### config.mk
export PLATFORM = sky130hd
export DESIGN_NAME = sdram_burst_writer
export DESIGN_NICKNAME = d
export VERILOG_FILES = /design/src/rtl/sdram_burst_writer_pkg.sv /design/src/rtl/sdram_burst_writer_line_buffer.sv /design/src/rtl/sdram_burst_writer.sv
export SDC_FILE = /design/constraint.sdc
export NUM_CORES = 1
export LEC_CHECK = 0
export CELL_PAD_IN_SITES_DETAIL_PLACEMENT = 1
export CELL_PAD_IN_SITES_GLOBAL_PLACEMENT = 1
export CORE_MARGIN = 2
export CORE_UTILIZATION = 49
export CTS_CLUSTER_SIZE = 40
export DETAILED_ROUTE_END_ITERATION = 16
export PLACE_DENSITY_LB_ADDON = 0.1
export SETUP_SLACK_MARGIN = 0.05
export SLEW_MARGIN = 20
export SYNTH_ARGS = -nofsm -noshare
export SYNTH_HDL_FRONTEND = slang
export SYNTH_HIERARCHICAL = 1
export SYNTH_SLANG_ARGS = --single-unit
### constraint.sdc
create_clock -name CLK -period 3.6 [get_ports CLK]
set_input_delay 0.72 -clock CLK [delete_from_list [all_inputs] [get_ports CLK]]
set_output_delay 0.72 -clock CLK [all_outputs]
set_load 0.01 [all_outputs]
### src/rtl/sdram_burst_writer_pkg.sv
// Shared definitions for the SDRAM burst writer, controller and readback path:
// FSM state encoding, default burst/frame geometry and a width helper.
package sdram_burst_writer_pkg;

   typedef enum logic [1:0] {
      ST_FILL = 2'd0,
      ST_REQ  = 2'd1,
      ST_DATA = 2'd2
   } bw_state_e;

   localparam int unsigned BW_BURST_LEN    = 8;
   localparam int unsigned BW_FRAME_WIDTH  = 640;
   localparam int unsigned BW_FRAME_HEIGHT = 480;
   localparam int unsigned BW_FRAME_WORDS  = BW_FRAME_WIDTH * BW_FRAME_HEIGHT;

   // Counter width for values 0..v-1, never narrower than one bit.
   function automatic int unsigned bw_clog2_min1(input int unsigned v);
      return (v <= 2) ? 1 : $clog2(v);
   endfunction

endpackage

### src/rtl/sdram_burst_writer_line_buffer.sv
// Burst line buffer: Depth x Width register file, one synchronous write port
// and one asynchronous read port. Contents are data only and are never reset.
module burst_line_buffer
   import sdram_burst_writer_pkg::*;
#(
   parameter int unsigned Depth = BW_BURST_LEN,
   parameter int unsigned Width = 16,
   localparam int unsigned AW   = bw_clog2_min1(Depth)
) (
   input  logic             CLK,
   input  logic             i_we,
   input  logic [AW-1:0]    i_waddr,
   input  logic [Width-1:0] i_wdata,
   input  logic [AW-1:0]    i_raddr,
   output logic [Width-1:0] o_rdata
);

   logic [Width-1:0] mem_q [Depth];

   always_ff @(posedge CLK) begin
      if (i_we) mem_q[i_waddr] <= i_wdata;
   end

   assign o_rdata = mem_q[i_raddr];

endmodule

### src/rtl/sdram_burst_writer.sv
// Packs FIFO pixels into BurstLength-word bursts and issues SDRAM write bursts at a
// linear per-frame address. Optional macro SDRAM_BW_FRAME_SYNC_EN adds i_vsync realignment.
module sdram_burst_writer
   import sdram_burst_writer_pkg::*;
#(
   parameter int unsigned             FrameWidth    = BW_FRAME_WIDTH,
   parameter int unsigned             FrameHeight   = BW_FRAME_HEIGHT,
   parameter int unsigned             PixelBitWidth = 16,
   parameter int unsigned             AddressWidth  = 24,
   parameter int unsigned             BurstLength   = BW_BURST_LEN,
   parameter logic [AddressWidth-1:0] BaseAddress   = '0
) (
   input  logic                     CLK,
   input  logic                     RST,
   output logic                     o_fifo_rd_en,
   input  logic [PixelBitWidth-1:0] i_fifo_data,
   input  logic                     i_fifo_empty,
   output logic                     o_enable,
   output logic                     o_rw,
   output logic [AddressWidth-1:0]  o_addr,
   output logic [PixelBitWidth-1:0] o_data,
   input  logic                     i_busy,
   input  logic                     i_valid_wr,
   output logic                     o_frame_done
`ifdef SDRAM_BW_FRAME_SYNC_EN
   ,
   input  logic                     i_vsync
`endif
);

   localparam int unsigned FrameWords = FrameWidth * FrameHeight;
   localparam int unsigned OffW       = bw_clog2_min1(FrameWords);
   localparam int unsigned IdxW       = bw_clog2_min1(BurstLength);
   localparam int unsigned FillW      = IdxW + 1;

   localparam logic [FillW-1:0] FillFull = FillW'(BurstLength);
   localparam logic [FillW:0]   FillLim  = (FillW+1)'(BurstLength);
   localparam logic [IdxW-1:0]  IdxLast  = IdxW'(BurstLength - 1);
   localparam logic [OffW:0]    OffEnd   = (OffW+1)'(FrameWords);
   localparam logic [OffW:0]    OffStep  = (OffW+1)'(BurstLength);

   bw_state_e             state_q, state_d;
   logic [FillW-1:0]      fill_q, fill_d;
   logic [IdxW-1:0]       idx_q, idx_d;
   logic [OffW-1:0]       off_q, off_d;
   logic                  pend_q, pend_d;
   logic                  done_q, done_d;

   logic                  rd_en;
   logic                  buf_we;
   logic [PixelBitWidth-1:0] buf_rdata;
   logic [FillW:0]        fill_plus_pend;
   logic [OffW:0]         off_next;
   logic                  vsync_w;
   logic                  sync_pend_w;

`ifdef SDRAM_BW_FRAME_SYNC_EN
   logic sync_q, sync_d;
   assign vsync_w     = i_vsync;
   assign sync_pend_w = sync_q;
`else
   assign vsync_w     = 1'b0;
   assign sync_pend_w = 1'b0;
`endif

   assign fill_plus_pend = {1'b0, fill_q} + {{FillW{1'b0}}, pend_q};
   assign off_next       = {1'b0, off_q} + OffStep;

   burst_line_buffer #(
      .Depth (BurstLength),
      .Width (PixelBitWidth)
   ) u_line_buffer (
      .CLK     (CLK),
      .i_we    (buf_we),
      .i_waddr (fill_q[IdxW-1:0]),
      .i_wdata (i_fifo_data),
      .i_raddr (idx_q),
      .o_rdata (buf_rdata)
   );

   always_comb begin
      state_d = state_q;
      fill_d  = fill_q;
      idx_d   = idx_q;
      off_d   = off_q;
      pend_d  = 1'b0;
      done_d  = 1'b0;
      rd_en   = 1'b0;
      buf_we  = 1'b0;
`ifdef SDRAM_BW_FRAME_SYNC_EN
      sync_d  = sync_q;
`endif
      case (state_q)
         ST_FILL: begin
            if (vsync_w) begin
               // Frame restart: drop the partial burst and any word still in flight.
               fill_d = '0;
               off_d  = '0;
            end else begin
               rd_en  = !i_fifo_empty && (fill_plus_pend < FillLim);
               pend_d = rd_en;
               if (pend_q) begin
                  buf_we = 1'b1;
                  fill_d = fill_q + FillW'(1);
               end
               if (fill_q == FillFull && !pend_q) state_d = ST_REQ;
            end
         end
         ST_REQ: begin
`ifdef SDRAM_BW_FRAME_SYNC_EN
            sync_d = sync_q | i_vsync;
`endif
            if (!i_busy) state_d = ST_DATA;
         end
         ST_DATA: begin
`ifdef SDRAM_BW_FRAME_SYNC_EN
            sync_d = sync_q | i_vsync;
`endif
            if (i_valid_wr) begin
               if (idx_q == IdxLast) begin
                  idx_d   = '0;
                  fill_d  = '0;
                  state_d = ST_FILL;
                  if (sync_pend_w || vsync_w) begin
                     off_d = '0;
                  end else if (off_next == OffEnd) begin
                     off_d  = '0;
                     done_d = 1'b1;
                  end else begin
                     off_d = off_next[OffW-1:0];
                  end
`ifdef SDRAM_BW_FRAME_SYNC_EN
                  sync_d = 1'b0;
`endif
               end else begin
                  idx_d = idx_q + IdxW'(1);
               end
            end
         end
         default: state_d = ST_FILL;
      endcase
   end

   always_ff @(posedge CLK or posedge RST) begin
      if (RST) begin
         state_q <= ST_FILL;
         fill_q  <= '0;
         idx_q   <= '0;
         off_q   <= '0;
         pend_q  <= 1'b0;
         done_q  <= 1'b0;
`ifdef SDRAM_BW_FRAME_SYNC_EN
         sync_q  <= 1'b0;
`endif
      end else begin
         state_q <= state_d;
         fill_q  <= fill_d;
         idx_q   <= idx_d;
         off_q   <= off_d;
         pend_q  <= pend_d;
         done_q  <= done_d;
`ifdef SDRAM_BW_FRAME_SYNC_EN
         sync_q  <= sync_d;
`endif
      end
   end

   assign o_fifo_rd_en = rd_en;
   assign o_enable     = (state_q == ST_REQ);
   assign o_rw         = 1'b0;
   assign o_addr       = BaseAddress + AddressWidth'(off_q);
   // Buffer contents are meaningless while filling, so the data bus is held at zero there.
   assign o_data       = (state_q == ST_FILL) ? '0 : buf_rdata;
   assign o_frame_done = done_q;

endmodule

## Yosys cells after proc, flatten, opt, wreduce, memory -nomap -nowiden

Memories as Yosys holds them, arrays and structs flattened.
Cells that the tools add are included.

- Register bits: 30
- RAM bits: 128
- Input port bits: 21
- Output and inout bits: 44
- Logic and storage cells: 53
- Memories kept: 1

- $add $sub $neg: 4
- Magnitude comparators: 1
- Eq/ne operators: 10
- Multiplexer cells: 21
- Reductions and logical operators: 10

Memory list:

| name | depth | bits a word | read ports | clocked after memory_dff | write ports | RTL line | text |
|---|---|---|---|---|---|---|---|
| u_line_buffer.mem_q | 8 | 16 | 1 | 0 | 1 | sdram_burst_writer_line_buffer.sv:18 | `logic [Width-1:0] mem_q [Depth];` |

Operators by type and width:

| kind | number |
|---|---|
| 19-bit by 4-bit adder with 20-bit output, second input constant | 1 |
| 20-bit by 19-bit equality test with 1-bit output, second input constant | 1 |
| 19-bit two-way mux | 1 |
| 16-bit two-way mux | 1 |
| 4-bit two-way mux | 3 |
| 2-bit != test, second input constant | 5 |
| 1-bit two-way mux | 9 |
| 2-bit two-way mux | 4 |
| 4-bit case mux with 2 select lines | 1 |
| 4-bit AND reduction | 2 |
| 2-bit case mux with 3 select lines | 1 |
| 4-bit by 1-bit adder with 5-bit output | 1 |
| 5-bit by 4-bit < comparator with 1-bit output, second input constant | 1 |
| 4-bit by 1-bit adder with 4-bit output, second input constant | 1 |
| 4-bit equality test, second input constant | 1 |
| 3-bit by 1-bit adder with 3-bit output, second input constant | 1 |
| 3-bit equality test, second input constant | 1 |
| 3-bit two-way mux | 1 |
| 3-bit AND reduction | 1 |
| 2-bit by 1-bit equality test with 1-bit output, second input constant | 1 |
| 2-bit equality test, second input constant | 1 |
| 1-bit logical AND | 2 |
| 1-bit logical NOT | 2 |
| 2-bit logical NOT | 1 |
| other kinds (2) | 2 |

## Longest topological paths before layout

Gate-level depths: netlist of run 1.

- Word-level depth: 6
- Depth in mapped cells: 7
- Mapped depth without buffers: 7

## Modules after synthesis

Netlist of run 1, hierarchy kept.

By module, submodules not included:

| module | times used | cells each | area an instance (sq um) | seq. area each (sq um) |
|---|---|---|---|---|
| burst_line_buffer | 1 | 198 | 4973.5 | 3843.7 |
| sdram_burst_writer | 1 | 196 | 1801.7 | 675.6 |

## Worst setup path after synthesis of run 1

Ideal clock, no wire load.

- Path kind: register -> register
- Start point: register state_q[1]
- End point: memory u_line_buffer.mem_q[0][0] (enable)
- Library setup time: 409 ps
- Arrival: 2269 ps
- Required time: 3191 ps
- Slack: 921 ps
- Cell stages (with the launch flop): 6
- Path buffers: 0
- Period minus slack after synthesis: 2679 ps
- Cell sequence: dfrtp_1 > nor2_1 > nand2_1 > inv_1 > nand2b_1 > nor3_1

- Longest elaborated chain between the ends: 4

Ends and longest elaborated chain:

| item | RTL line | text |
|---|---|---|
| start: declaration | sdram_burst_writer.sv:42 | `bw_state_e state_q, state_d;` |
| start signal: assignment | sdram_burst_writer.sv:156 | `state_q <= state_d;` |
| 2-bit logical NOT | sdram_burst_writer.sv:93 | `case (state_q)` |
| 1-bit two-way mux | sdram_burst_writer.sv:93 |  |
| net buf_we | sdram_burst_writer.sv:50 | `logic buf_we;` |
| 1-bit two-way mux | sdram_burst_writer_line_buffer.sv:21 | `if (i_we) mem_q[i_waddr] <= i_wdata;` |
| 1-bit two-way mux (implied by the code) | sdram_burst_writer_line_buffer.sv:21 |  |
| end: declaration | sdram_burst_writer_line_buffer.sv:18 |  |

The timed path passes the listed nets, and every way through them passes these cells.

## Worst setup path after layout of run 1

- Start point: register idx_q[0]
- End point: output port o_data[4]

- Longest elaborated chain between the ends: 2

Ends and longest elaborated chain:

| item | RTL line | text |
|---|---|---|
| start: declaration | sdram_burst_writer.sv:44 | `logic [IdxW-1:0] idx_q, idx_d;` |
| start signal: assignment | sdram_burst_writer.sv:158 | `idx_q <= idx_d;` |
| memory read 8 x 16 bit | n/a |  |
| net buf_rdata[4] | sdram_burst_writer.sv:51 | `logic [PixelBitWidth-1:0] buf_rdata;` |
| 16-bit two-way mux | sdram_burst_writer.sv:173 | `assign o_data = (state_q == ST_FILL) ? '0 : buf_rdata;` |
| end: declaration | sdram_burst_writer.sv:21 | `output logic [PixelBitWidth-1:0] o_data,` |

The timed path passes the listed nets, and every way through them passes these cells.

==> results of run 1 <==
## kinds of logic after synthesis
kind of cell,after synthesis,share of synthesized area
AO/OA/AOI/OAI,24,0.0262
XOR/XNOR,14,0.0181
adder cells (fa/ha/maj),5,0.00923
buffers and inverters,33,0.0308
flip-flops,155,0.667
multiplexers,54,0.158
other,1,0.000553
AND/OR/NAND/NOR,108,0.0903
## power breakdown
part	internal, mW	leakage, nW	switching [mW]
clock network	1.10	0.297	0.741
logic	0.0195	1.04	0.0314
registers	1.94	1.49	0
total	3.06	2.82	0.772
## state kept, by name, summed over array words and instances (netlist names)
signal	cells
fill_q	4
idx_q	3
o_frame_done	1
off_q	16
pend_q	1
state_q	2
u_line_buffer/mem_q	128
## critical path, cell delays in order, from the launching register on
cell	delay [ns]
dfrtp_1	0.36
buf_6	0.30
mux4_1	0.62
mux2_2	0.31
nor2b_1	0.15
clkdlybuf4s50_1	0.50
## cells in the final DEF, fill, tap and decap left out, types with 4 or more instances in the layout
cell type,count
a21oi_1,4
and3_1,5
buf_4,18
clkbuf_16,17
clkdlybuf4s50_1,55
conb_1,9
dfrtp_1,26
edfxtp_1,128
ha_1,5
inv_1,5
inv_6,6
mux2_2,18
mux2i_1,4
mux4_1,28
mux4_2,4
nand2_1,18
nand2b_1,6
nand3_1,10
nand4_1,8
nor2_1,15
nor2b_1,19
nor3_1,9
xnor2_1,12
## worst paths after layout
path | start | endpoint
max | idx_q[0] | o_data[4]
max reg2reg | state_q[0] | u_line_buffer/mem_q[5][14]
min | state_q[1] | state_q[0]
min in group asynchronous | RST | state_q[1]
max in group asynchronous | RST | idx_q[2]
min reg2reg | state_q[1] | state_q[0]
## timing repair
item / 4_1_cts / 5_1_grt
endpoints found under the setup margin: 2 / 1
hold endpoints to repair: 0 / 0
gates resized for setup: 1 / 1
setup buffers: 0 / 0
## per-stage QoR
| stage | std cells | hold slack [ns] | worst slack [ns] | power [mW] |
|---|---|---|---|---|
| 6_report | 657 | 0.558 | 0.210 | 3.84 |
| 5_1_grt | 657 | 0.582 | 0.127 | 3.94 |
| 4_1_cts | 657 | 0.560 | 0.0911 | 3.87 |
| 3_5_place_dp | 625 | 0.559 | 0.467 | 2.03 |
| 3_3_place_gp | 625 | 0.516 | 0.565 | 2.03 |
| 2_1_floorplan | 402 | 0.482 | 0.921 | 2.00 |
## layer usage
metal,share of wire,vias to the layer above,global-route usage
met5,0,-,0
li1,-,1708,-
met4,0.010,0,0.0582
met3,0.045,14,0.0459
met2,0.51,106,0.354
met1,0.44,1990,0.298
## area by class of cell
type | instances | area (um2) | area share
clock buffer | 17 | 425 | 0.0521
clock inverter | 15 | 185 | 0.0227
inverter | 6 | 22.5 | 0.00276
multi-input combinational | 214 | 2090 | 0.256
sequential | 155 | 4520 | 0.554
tap | 176 | 220 | 0.0270
timing repair buffer | 74 | 697 | 0.0854
==> impl_metrics.env, run 1 <==
export IMPL_synth_area_leaders="edfxtp_1 57%, mux4_1 11%, dfrtp_1 10%, mux2_2 3.0%, nor2b_1 1.8%"
export IMPL_fin_area_um2=8160
export IMPL_wl_per_cell_um=22.6
export IMPL_period_share=0.942
export IMPL_fillers=1213
export IMPL_cts_hold_buf=0
export IMPL_initial_core_util=0.508
export IMPL_dieHeight_um=122
export IMPL_clk_pin_slew_ns=0.06
export IMPL_period_minus_slack_ns=3.39
export IMPL_critPathArrivalTime_ns=2.67
export IMPL_grtUsageTotal=0.216
export IMPL_synth_area_per_cell_um2=17.2
export IMPL_clock_latency_ns=0.42
export IMPL_remaining_drc_errors=0
export IMPL_ir_drop_mv=0.337
export IMPL_final_max_slew_violation_count=0
export IMPL_fin_tns_setup_ns=0
export IMPL_leakage_nw=2.82
export IMPL_grt_pass1_wl_um=22900
export IMPL_antenna_cells=0
export IMPL_area_growth_pct=20.4
export IMPL_hold_path_class="flip-flop to flip-flop"
export IMPL_cts_buffer_depth=2
export IMPL_firstDrtPassIters=4
export IMPL_yosys_top_cells_count="128 x edfxtp_1, 28 x mux4_1, 27 x dfrtp_1"
export IMPL_worstPathMaxFanout=24
export IMPL_synth_edf_count=128
export IMPL_place_area_um2=7540
export IMPL_crit_required_ns=2.88
export IMPL_endpoint_kind="output port"
export IMPL_outcome="finished clean"
export IMPL_synthCells=394
export IMPL_worstMarginPinSlew_ns=0.707
export IMPL_numPortBuffers=55
export IMPL_htree_levels=4
export IMPL_placementRows=42
export IMPL_yosys_most_used_dff="edfxtp_1"
export IMPL_r2r_setup_slack_ns=0.98
export IMPL_root_buffer="clkbuf_16"
export IMPL_synthesis_area_um2=6780
export IMPL_ys_seq_area_frac=0.667
export IMPL_synth_top_cell_by_area="edfxtp_1"
export IMPL_io_pins=65
export IMPL_die_area_um2=14800
export IMPL_synth_cell_types=53
export IMPL_drive_gt1_frac=0.170
export IMPL_hold_depth=1
export IMPL_cts_sinks=155
export IMPL_startpoint_type="flip-flop"
export IMPL_synth_most_common_cell="edfxtp_1"
export IMPL_wl_um=14900
export IMPL_avgViaCountPerCell=5.81
export IMPL_setup_viol=0
export IMPL_layout_nets=494
export IMPL_vias=3818
export IMPL_die_w_um=122
export IMPL_post_route_util=0.611
export IMPL_finClkSkew_ns=0.00692
export IMPL_cts_tree="built"
export IMPL_core_area_um2=13300
export IMPL_grt_overflow=0
export IMPL_r2r_cells=7
export IMPL_grt_pass1_vias=3906
export IMPL_netlist_area_leader_share=0.567
export IMPL_gp_congestion=0.813
export IMPL_synth_async_reset_ratio=0.174
export IMPL_ys_seq_elements=155
export IMPL_critical_path_class="flip-flop to output port"
export IMPL_grt_max_degree=28
export IMPL_cts_buffers=17
export IMPL_max_slew_margin=0.527
export IMPL_powerDensity_nw_per_um2=470
export IMPL_hold_violations=0
export IMPL_antenna_found_initial=0
export IMPL_dp_hpwl_um=9580
export IMPL_max_clock_freq_mhz=295
export IMPL_first_iter_violations=236
export IMPL_rsz0062_at_grt="false"
export IMPL_yosysWarnings=6
export IMPL_ant_nets=0
export IMPL_max_cap_violations=0
No activity file was read; power rests on OpenSTA's default activity.
==> run 2: changes to the inputs <==
--- a/config.mk
+++ b/config.mk
@@ -9,9 +9,10 @@
 export CELL_PAD_IN_SITES_GLOBAL_PLACEMENT = 1
 export CORE_MARGIN = 2
 export CORE_UTILIZATION = 49
+export CTS_CLUSTER_DIAMETER = 40
 export CTS_CLUSTER_SIZE = 40
 export DETAILED_ROUTE_END_ITERATION = 16
-export PLACE_DENSITY_LB_ADDON = 0.1
+export PLACE_DENSITY = 0.91
 export SETUP_SLACK_MARGIN = 0.05
 export SLEW_MARGIN = 20
 export SYNTH_ARGS = -nofsm -noshare
==> run 2 against run 1 <==
Compared with the run above:
- setup slack improved by 0.040 ns
- critical path type unchanged
- power fell by 2.2%
- via count fell by 0.21%
- flip-flop and latch count did not move
- worst hold slack improved by 0.0048 ns
- final cell count fell by 0.30%
- die area did not move
- largest power group unchanged
- sequential share of layout area rose by 0.26 points
- fmax rose by 1.2%
- clock-buffer cell count rose by 1
- utilization fell by 0.30 points
- highest routed layer unchanged
- critical endpoint is now o_data[8]
==> impl_metrics.env, run 2 (synthesis results as in run 1) <==
export IMPL_htree_levels=4
export IMPL_rsz0062_at_grt="false"
export IMPL_antenna_cells=0
export IMPL_layout_common_cells="128 x edfxtp_1, 55 x clkdlybuf4s50_1, 28 x mux4_1"
export IMPL_remaining_drc_errors=0
export IMPL_root_buffer="clkbuf_16"
export IMPL_ant_nets=0
export IMPL_place_ws_ns=0.684
export IMPL_cts_post_setup_buffers_inserted=0
export IMPL_power_share_sequential=0.517
export IMPL_critPathArrivalTime_ns=2.63
export IMPL_leakage_nw=2.80
export IMPL_initial_core_util=0.508
export IMPL_largestRegisters="u_line_buffer/mem_q x128, off_q x16, fill_q x4"
export IMPL_layout_nets=492
export IMPL_hold_violations=0
export IMPL_io_pins=65
export IMPL_antenna_found_initial=0
export IMPL_endpoint_kind="output port"
export IMPL_hold_depth=1
export IMPL_max_clock_freq_mhz=299
export IMPL_grt_pass1_wl_um=23800
export IMPL_period_share=0.930
export IMPL_grtUsageTotal=0.226
export IMPL_fin_tns_setup_ns=0
export IMPL_hold_path_class="flip-flop to flip-flop"
export IMPL_grt_max_degree=28
export IMPL_worstMarginPinSlew_ns=0.698
export IMPL_numPortBuffers=55
export IMPL_firstDrtPassIters=4
export IMPL_die_area_um2=14800
export IMPL_cts_buffer_depth=2
export IMPL_grt_pass1_vias=4152
export IMPL_regMostFlops="u_line_buffer/mem_q"
export IMPL_die_w_um=122
export IMPL_max_cap_violations=0
export IMPL_worst_slack_ns=0.250
export IMPL_p_sw_frac=0.201
export IMPL_clk_pin_slew_ns=0.06
export IMPL_cts_resized_gates=0
export IMPL_layout_commonest_cell="edfxtp_1"
export IMPL_crit_required_ns=2.88
export IMPL_cts_tree="built"
export IMPL_dieHeight_um=122
export IMPL_first_iter_violations=277
export IMPL_cts_sinks=155
export IMPL_p_comb_frac=0.014
export IMPL_ir_drop_mv=0.423
export IMPL_avgViaCountPerCell=5.82
export IMPL_cts_hold_buf=0
export IMPL_critical_path_class="flip-flop to output port"
export IMPL_area_growth_pct=19.8
export IMPL_p_clk_frac=0.469
export IMPL_r2r_cells=6
export IMPL_gp_congestion=0.850
export IMPL_startpoint_type="flip-flop"
export IMPL_worstPathMaxFanout=18
export IMPL_vias=3810
export IMPL_power_internal_mw=3.00
export IMPL_core_area_um2=13300
export IMPL_largest_register_ffs=128
export IMPL_outcome="finished clean"
export IMPL_wl_per_cell_um=23.7
export IMPL_max_slew_margin=0.533
export IMPL_finClkSkew_ns=0.00628
export IMPL_powerDensity_nw_per_um2=462
export IMPL_dp_hpwl_um=9940
export IMPL_period_minus_slack_ns=3.35
export IMPL_wl_um=15500
export IMPL_grt_overflow=0
export IMPL_final_max_slew_violation_count=0
export IMPL_setup_viol=0
export IMPL_power_switching_mw=0.754
export IMPL_cts_buffers=17
export IMPL_drive_gt1_frac=0.165
export IMPL_clock_latency_ns=0.42
export IMPL_placementRows=42
run 2: cell types whose count changed in the layout (fill, tap and decap cells not counted), moves of 2 or more:
cell,before,now
inv_6,6,3
inv_8,0,3
clkinv_4,3,1
clkinvlp_4,1,3
run 2: through the flow:
step | power, mW | util | cell area [um2] | hold slack [ns] | cells
2_1_floorplan | 2.00 | - | 6810 | 0.482 | 402
3_3_place_gp | 2.03 | 0.564 | 7530 | 0.518 | 623
3_5_place_dp | 2.03 | 0.564 | 7530 | 0.541 | 623
4_1_cts | 3.79 | 0.608 | 8120 | 0.548 | 655
5_1_grt | 3.86 | 0.608 | 8120 | 0.597 | 655
6_report | 3.75 | 0.608 | 8120 | 0.562 | 655
run 2: per-layer routing:
metal,vias to the layer above,global-route usage,part of all wire
met2,117,0.391,0.53
met5,-,0,0
li1,1697,-,-
met3,26,0.0492,0.041
met4,0,0.0941,0.021
met1,1970,0.276,0.41
run 2: cell type report:
class | count | area [um2]
Inverter | 6 | 22.5
Tap cell | 176 | 220
Multi-Input combinational cell | 214 | 2090
Fill cell | 1213 | 5230
Sequential cell | 155 | 4520
Clock buffer | 18 | 429
Clock inverter | 14 | 161
Timing Repair Buffer | 72 | 678
run 2: power groups by stage:
stage	sequential (mW)	combinational, mW	clock, mW
2_1_floorplan	1.98	0.0161	0
3_3_place_gp	1.98	0.0458	0
3_5_place_dp	1.98	0.0502	0
4_1_cts	1.94	0.0509	1.79
5_1_grt	1.94	0.0562	1.86
6_report	1.94	0.0508	1.76
run 2: final timing paths:
check	from	end	slack [ns]
worst max-delay path	idx_q[0]	o_data[8]	0.25
worst min-delay path	state_q[1]	state_q[0]	0.56
worst max register to register	off_q[4]	off_q[18]	1.02
worst min register to register	state_q[1]	state_q[0]	0.56
max in group asynchronous	RST	off_q[9]	2.49
min in group asynchronous	RST	idx_q[0]	0.71
run 2: critical path: stages, from the launching register on:
cell and delay [ns]:
dfrtp_1 0.36, buf_4 0.32, mux4_1 0.63, mux2_2 0.28, nor2b_1 0.12, clkdlybuf4s50_1 0.49
==> run 3: changes to the inputs <==
--- a/config.mk
+++ b/config.mk
@@ -7,7 +7,6 @@
 export LEC_CHECK = 0
 export CELL_PAD_IN_SITES_DETAIL_PLACEMENT = 1
 export CELL_PAD_IN_SITES_GLOBAL_PLACEMENT = 1
-export CORE_MARGIN = 2
 export CORE_UTILIZATION = 49
 export CTS_CLUSTER_DIAMETER = 40
 export CTS_CLUSTER_SIZE = 40
==> run 3 against run 2 <==
Compared with the run above:
- clock power down 7%
- cell area down 0.85%
- utilization down 0.52 points
- critical path depth unchanged
- via count up 0.97%
- worst hold slack better by 0.018 ns
- setup slack better by 0.053 ns
- die area down 3.3%
- first-iteration DRC count unchanged
- power down 3.4%
- non-clock buffer count down 4
- largest power group unchanged
==> impl_metrics.env, run 3 (synthesis results as in run 1) <==
export IMPL_p_sw_frac=0.212
export IMPL_power_switching_mw=0.770
export IMPL_critPathArrivalTime_ns=2.58
export IMPL_core_area_um2=13300
export IMPL_firstDrtPassIters=4
export IMPL_gp_congestion=0.843
export IMPL_final_cells=651
export IMPL_dp_hpwl_um=9200
export IMPL_cts_hold_buf=0
export IMPL_largest_register_ffs=128
export IMPL_power_share_sequential=0.536
export IMPL_cts_buffer_depth=2
export IMPL_grt_pass1_vias=4198
export IMPL_finClkSkew_ns=0.0103
export IMPL_hold_ws_ns=0.580
export IMPL_initial_core_util=0.508
export IMPL_startpoint_type="flip-flop"
export IMPL_placementRows=42
export IMPL_die_area_um2=14300
export IMPL_avgViaCountPerCell=5.91
export IMPL_cts_sinks=155
export IMPL_gr_usage_met1=0.283
export IMPL_rsz0062_at_grt="false"
export IMPL_max_slew_margin=0.581
export IMPL_grtUsageTotal=0.232
export IMPL_max_cap_violations=0
export IMPL_ant_nets=0
export IMPL_cts_post_setup_buffers_inserted=0
export IMPL_vias=3847
export IMPL_root_buffer="clkbuf_16"
export IMPL_leakage_nw=2.75
export IMPL_hold_violations=0
export IMPL_drive_gt1_frac=0.158
export IMPL_area_growth_pct=18.8
export IMPL_worstPathMaxFanout=35
export IMPL_remaining_drc_errors=0
export IMPL_antenna_found_initial=0
export IMPL_crit_required_ns=2.88
export IMPL_largestRegisters="u_line_buffer/mem_q x128, off_q x16, fill_q x4"
export IMPL_powerDensity_nw_per_um2=450
export IMPL_grt_use_met3=0.0585
export IMPL_grt_max_degree=36
export IMPL_ir_drop_mv=0.342
export IMPL_layout_commonest_cell="edfxtp_1"
export IMPL_die_w_um=120
export IMPL_grt_pass1_wl_um=23800
export IMPL_worstMarginPinSlew_ns=0.626
export IMPL_cts_resized_gates=0
export IMPL_outcome="finished clean"
export IMPL_power_internal_mw=2.85
export IMPL_fin_tns_setup_ns=0
export IMPL_dp_cells=619
export IMPL_max_clock_freq_mhz=303
export IMPL_hold_path_class="flip-flop to flip-flop"
export IMPL_period_minus_slack_ns=3.30
export IMPL_period_share=0.916
export IMPL_io_pins=65
export IMPL_htree_levels=4
export IMPL_wl_per_cell_um=23.6
export IMPL_antenna_cells=0
export IMPL_clock_latency_ns=0.42
export IMPL_p_comb_frac=0.014
export IMPL_p_clk_frac=0.450
export IMPL_wl_um=15400
export IMPL_endpoint_kind="output port"
export IMPL_grt_overflow=0
export IMPL_clk_pin_slew_ns=0.06
export IMPL_critical_path_class="flip-flop to output port"
export IMPL_layout_nets=488
export IMPL_top_usage_layer="met2"
export IMPL_cts_tree="built"
export IMPL_first_iter_violations=277
export IMPL_cts_buffers=17
export IMPL_setup_viol=0
export IMPL_layout_common_cells="128 x edfxtp_1, 55 x clkdlybuf4s50_1, 28 x mux4_1"
export IMPL_grtUsageMet2=0.391
export IMPL_dieHeight_um=120
export IMPL_numPortBuffers=55
export IMPL_final_max_slew_violation_count=0
export IMPL_regMostFlops="u_line_buffer/mem_q"
==> run 3: changes by cell type in the layout (fill, tap and decap cells not counted), sizes merged <==
cell      previous run  this run
clkinvlp             3         5
bufinv               2         0
buf                 17        13
==> run 3: metrics by stage <==
step / setup WS, ns / utilization / power, mW / instance area (um2)
after floorplan: 0.921 / - / 2.00 / 6810
after global placement: 0.778 / 0.563 / 2.03 / 7510
after detailed placement: 0.724 / 0.563 / 2.03 / 7510
after CTS: 0.272 / 0.603 / 3.65 / 8050
after global routing: 0.207 / 0.603 / 3.72 / 8050
final: 0.303 / 0.603 / 3.62 / 8050
==> run 3: layer usage <==
metal,wire length [um],vias to the layer above
met2,8160,123
met1,6090,1995
met3,769,35
met5,0,-
li1,-,1694
met4,353,0
==> run 3: final cells by class <==
class                   count  area (um2)
well taps                 176         220
inverters                   6        22.5
multi-input cells         214        2090
flip-flops and latches    155        4520
fillers                  1221        5300
clock inverters            14         110
repair buffers             68         661
clock buffers              18         429
==> run 3: path summary, 6_finish.rpt <==
path,startpoint,to,slack (ns),cells past startpoint
max reg2reg,state_q[1],u_line_buffer/mem_q[4][0],0.99,6
max in group asynchronous,RST,fill_q[2],2.51,2
min,fill_q[3],fill_q[3],0.58,2
min in group asynchronous,RST,off_q[14],0.68,2
max,idx_q[0],o_data[1],0.30,5
min reg2reg,fill_q[3],fill_q[3],0.58,2
==> run 3: worst max-delay path: stages (launching register included) <==
cell	delay (ns)
dfrtp_1	0.37
buf_12	0.25
mux4_1	0.60
mux2_2	0.29
nor2b_1	0.13
clkdlybuf4s50_1	0.50
==> run 3: power by group through the flow <==
stage | clock [mW] | sequential (mW) | combinational (mW)
2_1_floorplan | 0 | 1.98 | 0.0161
3_3_place_gp | 0 | 1.98 | 0.0457
3_5_place_dp | 0 | 1.98 | 0.0505
4_1_cts | 1.66 | 1.94 | 0.0509
5_1_grt | 1.72 | 1.94 | 0.0555
6_report | 1.63 | 1.94 | 0.0501
